[config.mk]
export PLATFORM = sky130hd
export DESIGN_NAME = lab2_proc_int_muldiv_iter_flat
export DESIGN_NICKNAME = d
export VERILOG_FILES = /design/src/rtl/lab2_proc_int_muldiv_iter_if.sv /design/src/rtl/lab2_proc_int_muldiv_iter.sv /design/src/flat_wrapper.sv
export SDC_FILE = /design/constraint.sdc
export NUM_CORES = 1
export LEC_CHECK = 0
export BUFFER_PORTS_ARGS = -buffer_cell sky130_fd_sc_hd__buf_2
export CORE_MARGIN = 2
export CORE_UTILIZATION = 55
export CTS_BUF_LIST = sky130_fd_sc_hd__clkbuf_8
export DETAILED_ROUTE_END_ITERATION = 6
export PLACE_DENSITY = 0.77
export SYNTH_ARGS = -nofsm -noshare
export SYNTH_HDL_FRONTEND = slang
export SYNTH_SLANG_ARGS = --single-unit
export TNS_END_PERCENT = 1
[constraint.sdc]
create_clock -name clk -period 5 [get_ports clk]
set_clock_uncertainty 0.1 [all_clocks]
set_input_delay 0 -clock clk [delete_from_list [all_inputs] [get_ports clk]]
set_output_delay 0 -clock clk [all_outputs]
set_load 0.01 [all_outputs]
[src/rtl/lab2_proc_int_muldiv_iter_if.sv]
// Request/response stream bundle for the iterative integer multiply/divide unit.
//   istream_val/istream_rdy/istream_msg : request handshake, msg = {fn[2:0], a[31:0], b[31:0]}
//   ostream_val/ostream_rdy/ostream_msg : result handshake, msg = 32-bit result
// master: the requester/consumer side; slave: the arithmetic unit.
interface lab2_proc_int_muldiv_iter_if;
  logic        istream_val;
  logic        istream_rdy;
  logic [66:0] istream_msg;
  logic        ostream_val;
  logic        ostream_rdy;
  logic [31:0] ostream_msg;

  modport master (
    output istream_val, istream_msg, ostream_rdy,
    input  istream_rdy, ostream_val, ostream_msg
  );

  modport slave (
    input  istream_val, istream_msg, ostream_rdy,
    output istream_rdy, ostream_val, ostream_msg
  );
endinterface

[src/rtl/lab2_proc_int_muldiv_iter.sv]
// Iterative 32-bit integer multiply / divide unit.
// One operation in flight; every fn takes 32 CALC cycles (33 cycles accept-to-result).
//   clk   : clock, all state updates on the rising edge
//   reset : synchronous, active-high
//   io    : request/result streams (see lab2_proc_int_muldiv_iter_if)
// fn: 0 MUL, 1 DIV, 2 DIVU, 3 REM, 4 REMU, 5..7 illegal (result 0).
module lab2_proc_int_muldiv_iter (
  input  logic                          clk,
  input  logic                          reset,
  lab2_proc_int_muldiv_iter_if.slave    io
);

  typedef enum logic [1:0] {IDLE, CALC, DONE} state_e;

  localparam logic [2:0] FN_MUL  = 3'd0;
  localparam logic [2:0] FN_DIV  = 3'd1;
  localparam logic [2:0] FN_DIVU = 3'd2;
  localparam logic [2:0] FN_REM  = 3'd3;
  localparam logic [2:0] FN_REMU = 3'd4;

  state_e      state, state_next;
  logic [2:0]  fn;
  logic [31:0] opa;     // MUL: multiplicand (shifts left); DIV: dividend, becomes quotient
  logic [31:0] opb;     // MUL: multiplier (shifts right);  DIV: divisor magnitude
  logic [31:0] acc;     // MUL: accumulator;                DIV: partial remainder
  logic [31:0] a_raw;   // original a, returned unchanged by REM/REMU on divide-by-zero
  logic [31:0] result;
  logic [5:0]  step;
  logic        neg_q, neg_r;

  // Request decode
  logic [2:0]  in_fn;
  logic [31:0] in_a, in_b;
  logic        in_signed;
  assign in_fn     = io.istream_msg[66:64];
  assign in_a      = io.istream_msg[63:32];
  assign in_b      = io.istream_msg[31:0];
  assign in_signed = (in_fn == FN_DIV) || (in_fn == FN_REM);

  logic accept, last_step;
  assign accept    = (state == IDLE) && io.istream_val;
  assign last_step = (state == CALC) && (step == 6'd31);

  // One iteration of each algorithm, plus the final sign/zero fixup.
  logic [31:0] acc_mul, opa_mul, opb_mul;
  logic [32:0] rem_shift, diff;
  logic        fits;
  logic [31:0] acc_div, opa_div;
  logic [31:0] final_res;

  // NOTE: every always_comb output gets a default first so no path leaves it unassigned (no latch).
  always_comb begin
    acc_mul   = acc + (opb[0] ? opa : 32'd0);
    opa_mul   = opa << 1;
    opb_mul   = opb >> 1;

    // Restoring step: shift the next dividend bit into the remainder, trial-subtract.
    rem_shift = {acc, opa[31]};
    diff      = rem_shift - {1'b0, opb};
    fits      = ~diff[32];
    acc_div   = fits ? diff[31:0] : rem_shift[31:0];
    opa_div   = {opa[30:0], fits};

    final_res = 32'd0;
    case (fn)
      FN_MUL:          final_res = acc_mul;
      FN_DIV, FN_DIVU: final_res = (opb == 32'd0) ? 32'hFFFF_FFFF
                                 : (neg_q ? -opa_div : opa_div);
      FN_REM, FN_REMU: final_res = (opb == 32'd0) ? a_raw
                                 : (neg_r ? -acc_div : acc_div);
      default:         final_res = 32'd0;
    endcase
  end

  // Next-state and outputs
  always_comb begin
    state_next     = state;
    io.istream_rdy = 1'b0;
    io.ostream_val = 1'b0;
    io.ostream_msg = 32'd0;
    case (state)
      IDLE: begin
        io.istream_rdy = 1'b1;
        if (io.istream_val) state_next = CALC;
      end
      CALC: begin
        if (step == 6'd31) state_next = DONE;
      end
      DONE: begin
        io.ostream_val = 1'b1;
        io.ostream_msg = result;
        if (io.ostream_rdy) state_next = IDLE;
      end
      default: state_next = IDLE;
    endcase
  end

  // NOTE: sequential state uses non-blocking assignments so every register sees pre-edge values.
  always_ff @(posedge clk) begin
    if (reset) state <= IDLE;
    else       state <= state_next;
  end

  // NOTE: every datapath register is cleared on reset, so an aborted operation leaves nothing behind.
  always_ff @(posedge clk) begin
    if (reset) begin
      fn     <= 3'd0;
      opa    <= 32'd0;
      opb    <= 32'd0;
      acc    <= 32'd0;
      a_raw  <= 32'd0;
      result <= 32'd0;
      step   <= 6'd0;
      neg_q  <= 1'b0;
      neg_r  <= 1'b0;
    end else if (accept) begin
      fn    <= in_fn;
      // Signed divides work on magnitudes; MUL and unsigned ops take raw operands.
      opa   <= (in_signed && in_a[31]) ? -in_a : in_a;
      opb   <= (in_signed && in_b[31]) ? -in_b : in_b;
      acc   <= 32'd0;
      a_raw <= in_a;
      step  <= 6'd0;
      neg_q <= in_signed && (in_a[31] ^ in_b[31]);
      neg_r <= in_signed && in_a[31];
    end else if (state == CALC) begin
      step <= step + 6'd1;
      case (fn)
        FN_MUL: begin
          acc <= acc_mul;
          opa <= opa_mul;
          opb <= opb_mul;
        end
        FN_DIV, FN_DIVU, FN_REM, FN_REMU: begin
          acc <= acc_div;
          opa <= opa_div;
        end
        default: ;
      endcase
      if (last_step) result <= final_res;
    end
  end

endmodule

[src/flat_wrapper.sv]
// flat-port wrapper written by rule: the top's interface ports become plain ports
module lab2_proc_int_muldiv_iter_flat 
  (clk, reset, io_istream_val, io_istream_msg, io_ostream_rdy, io_istream_rdy, io_ostream_val, io_ostream_msg);
  lab2_proc_int_muldiv_iter_if io_i ();
  input  logic clk;
  input  logic reset;
  input wire logic [$bits(io_i.istream_val)-1:0] io_istream_val;
  input wire logic [$bits(io_i.istream_msg)-1:0] io_istream_msg;
  input wire logic [$bits(io_i.ostream_rdy)-1:0] io_ostream_rdy;
  output wire logic [$bits(io_i.istream_rdy)-1:0] io_istream_rdy;
  output wire logic [$bits(io_i.ostream_val)-1:0] io_ostream_val;
  output wire logic [$bits(io_i.ostream_msg)-1:0] io_ostream_msg;
  assign io_i.istream_val = io_istream_val;
  assign io_i.istream_msg = io_istream_msg;
  assign io_i.ostream_rdy = io_ostream_rdy;
  assign io_istream_rdy = io_i.istream_rdy;
  assign io_ostream_val = io_i.ostream_val;
  assign io_ostream_msg = io_i.ostream_msg;
  lab2_proc_int_muldiv_iter u_core (.clk(clk), .reset(reset), .io(io_i));
endmodule
Yosys cells after proc, flatten, opt, wreduce, memory -nomap -nowiden:

Cells that the tools add are included.

* logic and storage cells: 77
* flip-flop bits (word level): 173
* input bits: 71
* output and inout port bits: 34

* reductions and logical operators: 22
* add/sub/neg operators: 7
* bitwise logic cells: 3
* equality and inequality tests: 12
* mux-type cells: 23

Operator list (number)
* 32-bit two-way mux: 14
* 32-bit negation: 4
* 32-bit one-hot mux with 2 select lines: 2
* 32-bit one-hot mux with 3 select lines: 1
* 33-bit by 32-bit subtractor with 33-bit output: 1
* 32-bit adder: 1
* 32-bit logical NOT: 1
* 3-bit by 2-bit == test with 1-bit output, second input constant: 3
* 6-bit by 1-bit adder with 6-bit output, second input constant: 1
* 3-bit by 1-bit == test with 1-bit output, second input constant: 2
* 6-bit by 5-bit == test with 1-bit output, second input constant: 1
* 2-bit two-way mux: 3
* 2-bit one-hot mux with 3 select lines: 1
* 2-bit AND reduction: 3
* 3-bit AND reduction: 2
* 2-bit nonzero test: 3
* 2-bit OR reduction: 3
* 1-bit logical AND: 5
* 2-bit != test, second input constant: 2
* 4-bit OR reduction: 1
* 3-bit == test, second input constant: 1
* 3-bit logical NOT: 1
* 3-bit nonzero test: 1
* 2-bit by 1-bit == test with 1-bit output, second input constant: 1
* other kinds (7): 9

Longest topological paths before layout:

Gate-level depths: netlist of run 1.

* depth after elaboration: 6
* depth in mapped cells: 23

Worst setup path before layout of run 1:

Ideal clock, no wire load.

* kind: register to register
* start: register u_core.opa[31]
* end: register u_core.result[22]
* data required time: 4.814 ns
* path buffers: 2
* stages on the path, launching flop included: 24
* path slack: -0.492 ns
* arrival time: 5.306 ns
* path through: dfxtp_1 > inv_1 > ha_1 > fa_1 > nand2b_1 > a211oi_4 > o2111ai_4 > a2111oi_4 > o21a_1 > nor2_4 > inv_2 > clkbuf_1 > clkbuf_1 > nor2_1 > a21oi_1 > ha_1 > nand2_1 > or4_1 > nor3_1 > a31oi_1 > o41ai_1 > xor2_1 > a211o_1 > a211oi_1

* word-level cells in the longest chain between the ends: 6

Ends and longest elaborated chain
* from (decl): line lab2_proc_int_muldiv_iter.sv:23 `logic [31:0] opa;`
* from (signal assigned): line lab2_proc_int_muldiv_iter.sv:119 `opa <= (in_signed && in_a[31]) ? -in_a : in_a;`
* from (signal assigned): line lab2_proc_int_muldiv_iter.sv:131 `opa <= opa_mul;`
* from (signal assigned): line lab2_proc_int_muldiv_iter.sv:136 `opa <= opa_div;`
* 33-bit by 32-bit subtractor with 33-bit output: line lab2_proc_int_muldiv_iter.sv:59 `diff = rem_shift - {1'b0, opb};`
* 32-bit two-way mux or 1-bit NOT (tied branches): line lab2_proc_int_muldiv_iter.sv:61, lab2_proc_int_muldiv_iter.sv:60
* 32-bit negation, on equally long branches: line lab2_proc_int_muldiv_iter.sv:70, lab2_proc_int_muldiv_iter.sv:68
* 32-bit two-way mux, on equally long branches: line lab2_proc_int_muldiv_iter.sv:70, lab2_proc_int_muldiv_iter.sv:68
* 32-bit two-way mux, on equally long branches: line lab2_proc_int_muldiv_iter.sv:69, lab2_proc_int_muldiv_iter.sv:67
* 32-bit one-hot mux with 3 select lines *: line lab2_proc_int_muldiv_iter.sv:65 `case (fn)`
* to (signal assigned): line lab2_proc_int_muldiv_iter.sv:140 `if (last_step) result <= final_res;`
* to (decl): line lab2_proc_int_muldiv_iter.sv:27 `logic [31:0] result;`

Every way passes the cells marked *; elsewhere a longest branch is shown, timed or not.
A chain may end at the register's enable or synchronous reset.

Final worst setup path of run 1:

Same ends and word-level chain as after synthesis.

==> metrics.txt, run 1 <==
leakage 7.10 nW; first-pass GRT wire length 84800 um; Clock Pin Slew Worst Setup and Hold Paths 0.12 ns; chip height 169 um; Yosys top cell by area dfxtp_1; CP max stage delay 0.48 ns; Mapped Area 15100 sq um; worst slack, placed 0.0242 ns; Worst R2R Path Depth 21; synth top area cells dfxtp_1 (23%), nand2_1 (6.5%), a21oi_1 (6.3%), ha_1 (5.7%), xnor2_1 (5.5%); RePlAce Congestion approximately 1; # rows 60; asr flop ratio synth 0%; Avg Cell Area, Syn 7.28 sq um; CP endpoint kind flop; Post-CTS Setup Inserts 0; status complete, no violations; CP Max Fanout 7; Starting DRT DRC Count 2172; EDFF count, synth 0; Worst Path Arrival 5.06 ns; layout cells sized above 1 12.0%; Yosys warning total 0; Mapped Cells 2068; WL final 55200 um; Die Width roughly 170 um; die area 28700 sq um; hpwl dp 41000 um; Worst Hold Class input port to flop; H-tree depth 4; reg-to-reg endpoint u_core.result[22]; Clock Tree Buf Depth 2; worst-path cell chain inv_1 > ha_2 > fa_2 > nand2b_4 > a211oi_4 > o2111ai_4 > a2111oi_4 > o21a_1 > nor2_4 > inv_4 > nor2_1 > a21oi_2 > ha_2 > nand2_1 > or4_4 > nor3_4 > a31oi_4 > o41ai_2 > xor2_1 > a211o_1 > a211oi_1; final setup vio count 0; Final Net Count 2347; Setup crit end u_core.result[22]; initial antenna violation count 1; total of max-cap violations 0; CTS tree done; flop-to-flop setup slack roughly 0.24 ns; Total GRT Usage between 30% and 40%; num ports ~110; # DRC 0; Seq cells post-synth 173; Layout area overhead 14.7%; power density relative to cell area approximately 220 nW/um^2; via count 16769; worst flop-to-flop path startpoint u_core.opa[31]; sequential share of the synthesized area 23.0%; Syn Nets 2210; crit start category flop; Setup crit start u_core.opa[31]; Synth top area share around 23%; Clock Latency Late Sink 0.51 ns; vias in the first global route 15577; Core Area 26900 sq um; Root Buffer clkbuf_8; Fin. Hold Viols 0; total global routing overflow 0; Initial Util 56.0%; Unique masters post-synth 81; peak supply drop 191 uV; total iterations of the first detailed-routing run 7; Crit-path slowest cell or4_4; Worst-Margin Slew between 1 and 1.5 ns; final core area utilization between 60 and 70%; vias per cell 6.55; CTS sink cnt 173; routed length per instance 21.6 um; TNS Setup 0 ns; total power 0.00381 W; min-delay src io_istream_msg[17]; Tcrit/Tclk final between 90% and 100%; unrepaired setup endpoints after global routing no; final worst slack 0.239 ns; largest net degree at the start of global routing 99; CTS buffer count 17; Final min period around 4.8 ns; Port Buf Inserts 104; Slew HR 16.8%; Slew Viols, Final 0; Post-DRT Antenna Nets 0; Max Fclk 0.210 GHz; cell repeated most along the worst path ha_2; Synth Flop Type dfxtp_1; Worst EP required 5.30 ns; WS Path Type flop to flop
kinds of logic after synthesis:
kind of cell / Yosys count / synth area share [%]
mux: 51 / 3.55
simple gates: 755 / 23.4
fa+ha+maj: 71 / 6.00
xor+xnor: 165 / 9.60
flops: 173 / 23.0
buf+inv: 206 / 5.30
compound gates: 647 / 29.2
critical path: cells and delay by family (launching register included):
family / cells / cell delay, ns
adders and majority gates: 3 / 0.73
AOI/OAI and AO/OA: 9 / 2.21
buffers and inverters: 2 / 0.16
DFF: 1 / 0.34
xor gates and xnor gates: 1 / 0.12
and+or+nand+nor: 6 / 1.00
what timing repair did:
action / in CTS / in global routing
cloned: 0 / 0
hold endpoints to repair: 97 / 0
setup endpoints to repair: 1 / 9
pin swaps: 0 / 5
hold buffers: 75 / 0
resized for setup: 1 / 9
metrics by stage:
step                      area (sq um)  instances  hold slack, ns
after global placement           16100       2452           0.145
after floorplan                  15100       2068          0.0360
after global routing             17300       2558          0.0332
after CTS                        17200       2558        0.000220
after detailed placement         16100       2452           0.157
final                            17300       2559          0.0464
placed cells by master, fill, tap and decap left out, types with 67 or more instances in the layout:
| cell | count |
|---|---|
| dlygate4sd3_1 | 75 |
| xor2_1 | 71 |
| nor2_1 | 208 |
| ha_1 | 67 |
| a21oi_1 | 187 |
| inv_1 | 73 |
| buf_2 | 103 |
| dfxtp_1 | 170 |
| nand2_1 | 260 |
| buf_4 | 71 |
| o21ai_0 | 102 |
| and2_1 | 76 |
| xnor2_1 | 94 |
routing by layer:
metal  track usage (%)  share of wire, %  vias up
li1                  -                 -     7808
met1              49.8                41     7861
met2              60.3                45      934
met3              6.44               9.2      166
met4              16.7               4.5        0
met5                 0                 0        -
Yosys cell counts, types with 15 or more instances:
cell        n
a211oi_1   60
a21o_1     30
a21oi_1   189
a221oi_1   27
a222oi_1   16
a311oi_1   31
a31oi_1    28
and2_1     78
clkbuf_1  108
dfxtp_1   173
ha_1       69
inv_1      73
mux2i_1    41
nand2_1   262
nand3_1    27
nor2_1    210
nor3_1     47
nor4_1     28
o211ai_1   15
o21a_1     18
o21ai_0   102
o21bai_1   15
o31ai_1    24
or3_1      16
xnor2_1    94
xor2_1     71
registers in the layout, summed over array words and instances, names as in the netlist:
signal and count:
u_core.fn 3, u_core.neg_r 1, u_core.state 2, u_core.result 32
u_core.acc 32, u_core.neg_q 1, u_core.opa 32, u_core.opb 32
u_core.step 6, u_core.a_raw 32
how the worst min path moves through the flow:
stage / to / slack (ns) / cells after the start
detailed placement: u_core.fn[1] / 0.16 / 3
floorplan: u_core.a_raw[6] / 0.04 / 2
finish: u_core.opb[17] / 0.05 / 4
global route: u_core.opb[23] / 0.03 / 4
global placement: u_core.fn[1] / 0.15 / 3
CTS: u_core.opb[21] / 0.0002 / 4
power breakdown:
part / leakage [nW] / total, W / internal, W / switching, W
Combinational: 5.50 / 0.00122 / 0.000459 / 0.000758
Sequential: 1.42 / 0.00154 / 0.00145 / 0.0000947
Clock: 0.186 / 0.00105 / 0.000370 / 0.000678
Total: 7.10 / 0.00381 / 0.00228 / 0.00153
final cells by class:
class                           instances  area, sq um
Timing Repair Buffer                  249         1800
Inverter                               75          284
Tap cell                              341          427
Antenna cell                            1         2.50
Sequential cell                       173         3470
Clock buffer                           17          234
Fill cell                            2429         9610
Multi-Input combinational cell       1689        10900
Clock inverter                         14          145
Power figures use the tool's default switching activity.
==> inputs of run 2 (changes only) <==
Settings changed: GPL_TIMING_DRIVEN from default to 0, HOLD_SLACK_MARGIN from default to 0.05, RECOVER_POWER from default to 25.
==> metrics.txt, run 2 (same netlist as run 1, synthesis figures left out) <==
chip height approximately 170 um; CP endpoint kind flop; most frequent cells in the layout nand2_1 (262), nor2_1 (209), a21oi_1 (184), dfxtp_1 (170), clkbuf_1 (112); unrepaired setup endpoints after global routing yes; # rows 60; Hold WS ~0.17 ns; Post-DRT Antenna Nets 0; Worst-Margin Slew 1.45 ns; Worst Path Arrival 5.39 ns; CTS buffer count 17; vias per cell 6.67; Initial Util between 50% and 60%; power density relative to cell area approximately 220 nW/um^2; Fin. Hold Viols 0; total global routing overflow 0; Clock Pin Slew Worst Setup and Hold Paths 0.12 ns; worst slack, placed -1.08 ns; Total GRT Usage 42.2%; Worst R2R Path Depth 21; WL final between 60000 and 70000 um; Max Fclk 0.197 GHz; largest net degree at the start of global routing 19; Core Area 26900 sq um; leakage 7.08 nW; placed cell count 2512; Worst Hold Class input port to flop; H-tree depth 4; commonest non-fill, non-tap cell in the layout nand2_1; Starting DRT DRC Count 2272; final setup vio count 7; RePlAce Congestion 1.02; flop-to-flop setup slack -0.07 ns; Setup crit end u_core.result[22]; # DRC 8; final worst slack -0.0663 ns; num ports 105; Final min period 5.07 ns; initial antenna violation count 1; CP Max Fanout 8; CTS tree done; die area approximately 29000 sq um; peak supply drop 167 uV; WS Path Type flop to flop; Tcrit/Tclk final 101%; reg-to-reg endpoint u_core.result[22]; Clock Tree Buf Depth 2; via count 17659; Setup crit start u_core.opb[27]; routed length per instance 23.5 um; layout cells sized above 1 9.81%; failing checks DRC, capacitance limit, setup timing; non-filler cells, final 2647; total power 0.00390 W; worst flop-to-flop path startpoint u_core.opb[27]; crit start category flop; TNS Setup -0.320 ns; hpwl dp 47300 um; Slew HR 2.41%; Slew Viols, Final 0; Layout area overhead 17.1%; Worst EP required 5.32 ns; total of max-cap violations 1; status finished with violations; Root Buffer clkbuf_8; CTS sink cnt 173; Die Width 169 um; Final Net Count 2433; Port Buf Inserts 103; vias in the first global route about 16000; total iterations of the first detailed-routing run 7; first-pass GRT wire length 92500 um; Clock Latency Late Sink slightly above 0.5 ns
run 2: cell types whose count changed in the layout (fill, tap and decap cells not counted), moves of 3 or more:
cell,delta
clkbuf_1,+112
buf_4,-53
dlygate4sd3_1,+12
buf_1,+7
and2_0,+5
a21oi_1,-3
and2_1,-3
ha_4,+3
inv_6,+3
run 2: routing by layer:
layer,part of all wire (%),GRT usage (%),vias up
met5,0,0,-
met4,5.4,19.8,0
met3,11,8.65,238
met2,44,66.5,1138
met1,40,55.3,8300
li1,-,-,7983
run 2: what timing repair did:
action                     4_1_cts  5_1_grt
buffers inserted                17        1
gates resized for setup         31       12
setup endpoints to repair       16       20
hold buffers                    87        0
pin swaps                       20        8
hold endpoints to repair       101        0
run 2: critical path, cell delays in order, from the launching register on:
cell and delay (ns):
dfxtp_1 0.46, inv_1 0.19, ha_1 0.47, nand4_1 0.17
nor3_1 0.25, nand2_1 0.14, a2111oi_4 0.44, nor3_2 0.11
nor2_4 0.16, inv_6 0.06, buf_8 0.14, buf_8 0.12
a21oi_4 0.18, ha_4 0.16, nand2_1 0.05, or4_4 0.57
nor3_4 0.17, a31oi_4 0.14, o41ai_2 0.25, xor2_1 0.18
a211o_1 0.30, a211oi_2 0.17
run 2: worst min-delay path by stage:
stage	cells after the start	slack [ns]	from	to
after floorplan	2	0.04	io_istream_msg[38]	u_core.a_raw[6]
after global placement	3	0.16	io_istream_msg[41]	u_core.a_raw[9]
after detailed placement	3	0.16	io_istream_msg[41]	u_core.a_raw[9]
after CTS	4	0.12	reset	u_core.result[10]
after global routing	4	0.20	reset	u_core.result[8]
final	4	0.17	io_istream_msg[33]	u_core.a_raw[1]
run 2: cell type report:
type | instances | area [sq um]
Multi-Input combinational cell | 1689 | 11000
Clock buffer | 19 | 262
Sequential cell | 173 | 3470
Clock inverter | 13 | 139
Buffer | 126 | 543
Fill cell | 2420 | 9250
Antenna cell | 2 | 5.00
Tap cell | 341 | 427
Inverter | 75 | 287
Timing Repair Buffer | 209 | 1510
run 2: power breakdown:
group | internal [W] | total (W) | switching, W
combinational | 0.000474 | 0.00130 | 0.000823
sequential | 0.00145 | 0.00155 | 0.0000996
clock | 0.000402 | 0.00105 | 0.000650
total | 0.00232 | 0.00390 | 0.00157
run 2: metrics by stage:
| step | util, % | area [sq um] |
|---|---|---|
| after floorplan | - | 15100 |
| after global placement | 59.7 | 16000 |
| after detailed placement | 59.7 | 16000 |
| after CTS | 65.4 | 17600 |
| after global routing | 65.6 | 17600 |
| final | 65.6 | 17600 |
